### src/rtl/seg7_pkg.sv
// Shared 7-segment pattern table, special codes and dwell FSM state type.
package seg7_pkg;

  // Segment patterns {a,b,c,d,e,f,g}, bit6 = a, active-high.
  localparam logic [6:0] SEG_0     = 7'h7E;
  localparam logic [6:0] SEG_1     = 7'h30;
  localparam logic [6:0] SEG_2     = 7'h6D;
  localparam logic [6:0] SEG_3     = 7'h79;
  localparam logic [6:0] SEG_4     = 7'h33;
  localparam logic [6:0] SEG_5     = 7'h5B;
  localparam logic [6:0] SEG_6     = 7'h5F;
  localparam logic [6:0] SEG_7     = 7'h70;
  localparam logic [6:0] SEG_8     = 7'h7F;
  localparam logic [6:0] SEG_9     = 7'h7B;
  localparam logic [6:0] SEG_MINUS = 7'h01;
  localparam logic [6:0] SEG_BLANK = 7'h00;

  localparam logic [3:0] CODE_MINUS   = 4'hA;
  localparam logic [3:0] CODE_INVALID = 4'hE;
  localparam logic [3:0] CODE_BLANK   = 4'hF;

  typedef enum logic [1:0] {IDLE, SETTLE, HOLD} dwell_state_e;

  // Inverse of the scan driver's table; anything unrecognised is flagged invalid.
  function automatic logic [3:0] seg_to_code(input logic [6:0] seg);
    case (seg)
      SEG_0:     return 4'd0;
      SEG_1:     return 4'd1;
      SEG_2:     return 4'd2;
      SEG_3:     return 4'd3;
      SEG_4:     return 4'd4;
      SEG_5:     return 4'd5;
      SEG_6:     return 4'd6;
      SEG_7:     return 4'd7;
      SEG_8:     return 4'd8;
      SEG_9:     return 4'd9;
      SEG_MINUS: return CODE_MINUS;
      SEG_BLANK: return CODE_BLANK;
      default:   return CODE_INVALID;
    endcase
  endfunction

endpackage

### src/rtl/seg7_scan_decoder_pattern_decode.sv
// Combinational 7-segment pattern to 4-bit code decoder.
module seg7_pattern_decode
  import seg7_pkg::*;
(
  input  logic [6:0] seg,
  output logic [3:0] code
);

  assign code = seg_to_code(seg);

endmodule

### src/rtl/seg7_scan_decoder.sv
// Receive side of the multiplexed 7-segment bus: syncs seg/sel, waits for each
// digit dwell to settle, decodes it and assembles complete scans into frames.
module seg7_scan_decoder
  import seg7_pkg::*;
#(
  parameter int unsigned NUM_DIGITS     = 3,
  parameter int unsigned SETTLE_CYCLES  = 4,
  parameter int unsigned TIMEOUT_CYCLES = 2**26
) (
  input  logic                    clk,
  input  logic                    rstn,
  input  logic [6:0]              seg_in,
  input  logic [7:0]              sel_in,
  output logic [4*NUM_DIGITS-1:0] digits_out,
  output logic                    frame_valid,
  output logic                    frame_err,
  output logic                    sel_err,
  output logic                    stale
);

  localparam int unsigned CntW = $clog2(SETTLE_CYCLES + 1);
  localparam int unsigned ToW  = $clog2(TIMEOUT_CYCLES);
  localparam logic [CntW-1:0] SettleMax = CntW'(SETTLE_CYCLES);
  localparam logic [ToW-1:0]  ToMax     = ToW'(TIMEOUT_CYCLES - 1);
  localparam logic [7:0]      SelMask   = 8'((1 << NUM_DIGITS) - 1);

  logic [6:0] seg_m, seg_s, seg_p;
  logic [7:0] sel_m, sel_s, sel_p;
  logic [CntW-1:0] stab_cnt_q, cnt_now;
  logic [ToW-1:0]  to_cnt_q;
  dwell_state_e    state_q;
  logic [4*NUM_DIGITS-1:0] shadow_q, shadow_next;
  logic [NUM_DIGITS-1:0]   seen_q, seen_next, cap_bit;
  logic [3:0] code;
  logic changed, sel_blank, sel_legal, sel_illegal, capture, frame_done, any_invalid;

  seg7_pattern_decode u_decode (
    .seg  (seg_s),
    .code (code)
  );

  // Two-flop synchronizers plus the previous synced sample for change detection.
  always_ff @(posedge clk or negedge rstn) begin
    if (!rstn) begin
      seg_m <= '0;
      seg_s <= '0;
      seg_p <= '0;
      sel_m <= '0;
      sel_s <= '0;
      sel_p <= '0;
    end else begin
      seg_m <= seg_in;
      seg_s <= seg_m;
      seg_p <= seg_s;
      sel_m <= sel_in;
      sel_s <= sel_m;
      sel_p <= sel_s;
    end
  end

  // Classify the synced select and count how long the current sample has been stable.
  always_comb begin
    changed     = {sel_s, seg_s} != {sel_p, seg_p};
    sel_blank   = sel_s == '0;
    sel_legal   = !sel_blank && ((sel_s & ~SelMask) == '0) && $onehot(sel_s);
    sel_illegal = !sel_blank && !sel_legal;
    cap_bit     = sel_s[NUM_DIGITS-1:0];
    cnt_now     = stab_cnt_q;
    if (changed) begin
      cnt_now = CntW'(1);
    end else if (stab_cnt_q != SettleMax) begin
      cnt_now = stab_cnt_q + 1'b1;
    end
    // The stable count includes the current sample, so capture happens on the
    // SETTLE_CYCLES-th identical sample. HOLD blocks recapture of the same dwell.
    capture    = sel_legal && (changed || state_q != HOLD) && (cnt_now == SettleMax);
    seen_next  = seen_q | cap_bit;
    frame_done = capture && (&seen_next);
  end

  // Merge the newly decoded nibble so a completing frame carries it in the same edge.
  always_comb begin
    shadow_next = shadow_q;
    any_invalid = 1'b0;
    for (int i = 0; i < int'(NUM_DIGITS); i++) begin
      if (cap_bit[i]) shadow_next[4*i +: 4] = code;
    end
    for (int i = 0; i < int'(NUM_DIGITS); i++) begin
      if (shadow_next[4*i +: 4] == CODE_INVALID) any_invalid = 1'b1;
    end
  end

  // Dwell FSM with registered sel_err pulse on each entry into an illegal select.
  always_ff @(posedge clk or negedge rstn) begin
    if (!rstn) begin
      state_q    <= IDLE;
      stab_cnt_q <= '0;
      sel_err    <= 1'b0;
    end else begin
      stab_cnt_q <= cnt_now;
      sel_err    <= sel_illegal && changed;
      if (!sel_legal) begin
        state_q <= IDLE;
      end else if (capture) begin
        state_q <= HOLD;
      end else if (changed || state_q == IDLE) begin
        state_q <= SETTLE;
      end
    end
  end

  // Shadow/seen bookkeeping and frame publication.
  always_ff @(posedge clk or negedge rstn) begin
    if (!rstn) begin
      shadow_q    <= '0;
      seen_q      <= '0;
      digits_out  <= '0;
      frame_valid <= 1'b0;
      frame_err   <= 1'b0;
    end else begin
      frame_valid <= frame_done;
      if (capture) begin
        shadow_q <= shadow_next;
        seen_q   <= frame_done ? '0 : seen_next;
      end
      if (frame_done) begin
        digits_out <= shadow_next;
        frame_err  <= any_invalid;
      end
    end
  end

  // Staleness timer; a completing frame takes priority over the timeout.
  always_ff @(posedge clk or negedge rstn) begin
    if (!rstn) begin
      to_cnt_q <= '0;
      stale    <= 1'b0;
    end else if (frame_done) begin
      to_cnt_q <= '0;
      stale    <= 1'b0;
    end else begin
      if (to_cnt_q != ToMax) to_cnt_q <= to_cnt_q + 1'b1;
      if (to_cnt_q == ToMax) stale <= 1'b1;
    end
  end

endmodule
### config.mk
export PLATFORM = sky130hd
export DESIGN_NAME = seg7_scan_decoder
export DESIGN_NICKNAME = d
export VERILOG_FILES = /design/src/rtl/seg7_pkg.sv /design/src/rtl/seg7_scan_decoder_pattern_decode.sv /design/src/rtl/seg7_scan_decoder.sv
export SDC_FILE = /design/constraint.sdc
export NUM_CORES = 1
export LEC_CHECK = 0
export CAP_MARGIN = 10
export CORE_MARGIN = 4
export CORE_UTILIZATION = 53
export CTS_CLUSTER_SIZE = 14
export DETAILED_ROUTE_END_ITERATION = 12
export MAX_ROUTING_LAYER = met4
export PLACE_DENSITY_LB_ADDON = 0.2
export SETUP_SLACK_MARGIN = 0.15
export SLEW_MARGIN = 15
export SYNTH_ARGS = -nofsm -noshare
export SYNTH_HDL_FRONTEND = slang
export SYNTH_HIERARCHICAL = 1
export SYNTH_SLANG_ARGS = --single-unit
### constraint.sdc
create_clock -name clk -period 5.7 [get_ports clk]
set_clock_uncertainty 0.15 [all_clocks]
set_input_delay 0.57 -clock clk [delete_from_list [all_inputs] [get_ports clk]]
set_output_delay 0.57 -clock clk [all_outputs]
set_load 0.05 [all_outputs]
==> results.md <==
- Clock buffer depth: 2
- Post_cts resized: 0
- Fin Setup TNS: 0 ps
- Vias per cell: ~5.6
- # DRC: 0
- CTS Root Buffer Type: clkbuf_8
- Ys async rst share: 1.000
- GP Congestion: 0.8116
- GR Util All Layers: 0.1813
- CTS tree: built
- Layout cell share with drive strength beyond 1: 0.1587
- Final Critical Period: 4819 ps
- Die ar.: about 0.011 mm²
- F_max: 207.5 MHz
- CP startpoint kind: register
- Post-Syn Area: about 0.0049 mm²
- # nets final: 466
- LEAKAGE: 2.376 nW
- Share of the synthesized area in the top cell type: 0.5477
- Clock share of power: 0.375
- Reg power frac: 0.560
- Internal: 1.106 mW
- Crit path from: sel_s[0]
- R2r worst-path depth: 14
- Final setup violating endpoints: 0
- Layout fillers: a little over 700
- Io pins: 33
- Synth warn: 6
- Unrepaired setup endpoints after global routing: no
- Worst Hold Class: in2async
- Vias post-DR: 3057
- Worst vdd ir: roughly 0.15 mV
- Slew at the pin closest to its max-slew limit: 868.4 ps
- Top post-synthesis cells by area: dfrtp_1, mux2_2, xnor2_1, nor2_1, xor2_1
- Net switching share of the total power: 0.2178
- Syn nets: 435
- Crit share post-route: 0.8454
- Final wirelength: around 8700 µm
- TritonCTS Sinks: approximately 110
- Die X: about 100 µm
- CTS H-tree lvls: 3
- Comb pwr share: 0.066
- Post-CTS Setup Bufs: 0
- Switching pwr: roughly 310 µW
- Worst EP arrival: between 4000 and 5000 ps
- GR Overflow Total: 0
- Initial antenna violation count: 0
- Status: completed
- Max_slew headroom: 0.4166
- Max-slew violations: 0
- Largest net degree at the start of global routing: 67
- Initial Utilization: 0.5525
- Clk pin slew, worst setup/hold paths: ~100 ps
- Max-Cap Viols: 0
- Post-detail-place hpwl: approximately 6000 µm
- Final antenna-violating net count: 0
- Mean area per synthesized cell: about 12 µm²
- Worst-Skew Late Latency: roughly 360 ps
- Final total power: about 1.4 mW
- Worst Path Required: 5800 ps
- Pwr dens: 257.4 mW/mm²
- Fin. Hold Viols: 0
- Drt pass-1 iters: 4
- Synth cell types: 56
- Worst flop-to-flop path endpoint: digits_out[0]
- Flop2flop setup slack: about 880 ps
- Post-layout util: 0.6208
- Core area: approximately 0.0088 mm²
- Crit end category: register
- Cts bufs inserted: 9
- CP Max Fanout: 44
- # hold bufs at CTS: 0
- Port Buffers: 32
- Ys flop type: dfrtp_1
- Yosys reg bits: 107
- Biggest area consumer among synthesized cells: dfrtp_1
- Cell count after synthesis: approximately 400
- FP Rows: 34
- R2R Path Start: sel_s[0]
- Number of global-route vias before repair: between 3000 and 4000
- Crit Path Category: reg2reg
- First-pass GRT wire length: roughly 16000 µm
- Per-cell routed wire length: 15.89 µm
- Post-synth EDFFs: 0
- Die H: between 100 and 150 µm
- N_diodes: 0
- Post-synthesis sequential area ratio: 0.5477
- Layout area overhead: 12.36%
- DRT iter0 DRCs: 100
==> routing by layer <==
layer / GRT usage / part of all wire / routed length [µm]
met3: 0.03228 / 0.027 / 235
met2: 0.2711 / 0.47 / 4126
met5: - / 0 / 0
met4: 0.05413 / 0.012 / 105
met1: 0.2554 / 0.49 / 4258
==> cells in the final DEF (no fill, tap or decap), types with 3 or more instances in the layout <==
cell type	instances
nand3_1	13
nand4b_1	5
nand2_1	19
nor4_2	4
clkdlybuf4s50_1	31
inv_1	19
nand3b_1	3
clkbuf_8	9
a21oi_1	13
ha_1	7
xnor2_1	22
o21ba_2	3
xor2_1	15
bufinv_16	3
nor3_1	7
buf_4	5
nor2_1	35
or3_1	3
or4_1	4
mux2_2	37
nor4_1	6
a211oi_1	7
nand4_1	11
nand2b_1	5
and2_1	4
and3_1	4
fa_1	4
dfrtp_1	107
==> worst max path at each step <==
stage	end	slack (ps)	cells after the start
3_3_place_gp	digits_out[0]	980	14
4_1_cts	digits_out[11]	890	14
5_1_grt	digits_out[0]	610	14
6_report	digits_out[0]	880	14
2_1_floorplan	digits_out[10]	1100	15
3_5_place_dp	digits_out[11]	890	14
==> logic make-up (layout without fill, tap and decap cells) <==
| logic type | Yosys count | in the layout | synth area share |
|---|---|---|---|
| AOI/OAI and AO/OA | 42 | 42 | 0.06655 |
| xor gates and xnor gates | 37 | 37 | 0.06629 |
| adders and majority gates | 11 | 11 | 0.03430 |
| buffers and inverters | 35 | 69 | 0.03609 |
| DFF | 107 | 107 | 0.5477 |
| muxes | 39 | 39 | 0.08933 |
| and+or+nand+nor | 136 | 136 | 0.1597 |
==> power by group through the flow <==
| stage | combinational, mW | clock, mW | sequential, mW |
|---|---|---|---|
| after floorplan | 0.0603 | 0 | 0.798 |
| after global placement | 0.0894 | 0 | 0.806 |
| after detailed placement | 0.0939 | 0 | 0.807 |
| after CTS | 0.0944 | 0.544 | 0.792 |
| after global routing | 0.107 | 0.577 | 0.795 |
| final | 0.0928 | 0.530 | 0.791 |
==> metrics by stage <==
step / worst slack, ps / area, µm² / instances / hold slack (ps)
5_1_grt: 612.6 / 5493 / 549 / 50.40
3_3_place_gp: 980.1 / 5266 / 535 / 182.6
2_1_floorplan: 1103 / 4888 / 407 / 124.4
4_1_cts: 892.3 / 5493 / 549 / 40.04
3_5_place_dp: 887.5 / 5266 / 535 / 184.7
6_report: 881.0 / 5493 / 549 / 26.14
==> flip-flops by register name (all words and copies together) (netlist names), 3 cells and up <==
register,count
shadow_q,12
seg_m,7
digits_out,12
sel_s,8
seg_s,7
stab_cnt_q,3
sel_m,8
seg_p,7
sel_p,8
to_cnt_q,26
seen_q,3
==> final cells by class <==
cell class	instances	area, µm²	area share
multi-input cells	265	2034	0.3704
clock inverters	4	98.84	0.01800
inverters	19	71.32	0.01298
repair buffers	36	347.8	0.06333
clock buffers	10	127.6	0.02323
well taps	108	135.1	0.02460
flip-flops and latches	107	2678	0.4875
==> synth_stat cells (4+ instances only) <==
library cell / instances
and2_1: 4
inv_1: 19
nor4_1: 6
nand2_1: 19
and3_1: 4
nand2b_1: 5
or4_1: 4
nand3_1: 13
xor2_1: 15
nor4_2: 4
xnor2_1: 22
clkbuf_1: 7
a211oi_1: 7
dfrtp_1: 107
nand4_1: 11
fa_1: 4
ha_1: 7
nand4b_1: 5
a21oi_1: 13
nor3_1: 7
mux2_2: 37
nor2_1: 35
==> worst max-delay path, cell delays in order, from the launching register on <==
cell and delay, ps:
dfrtp_1 580, inv_1 140, fa_1 570, fa_1 430, fa_1 440, inv_1 70
ha_1 160, inv_1 60, fa_1 380, a211o_1 270, a21oi_1 240, nand3_2 130
nor4_4 220, buf_4 470, mux2_2 390
Note: power is estimated with default switching activity, not from simulation.
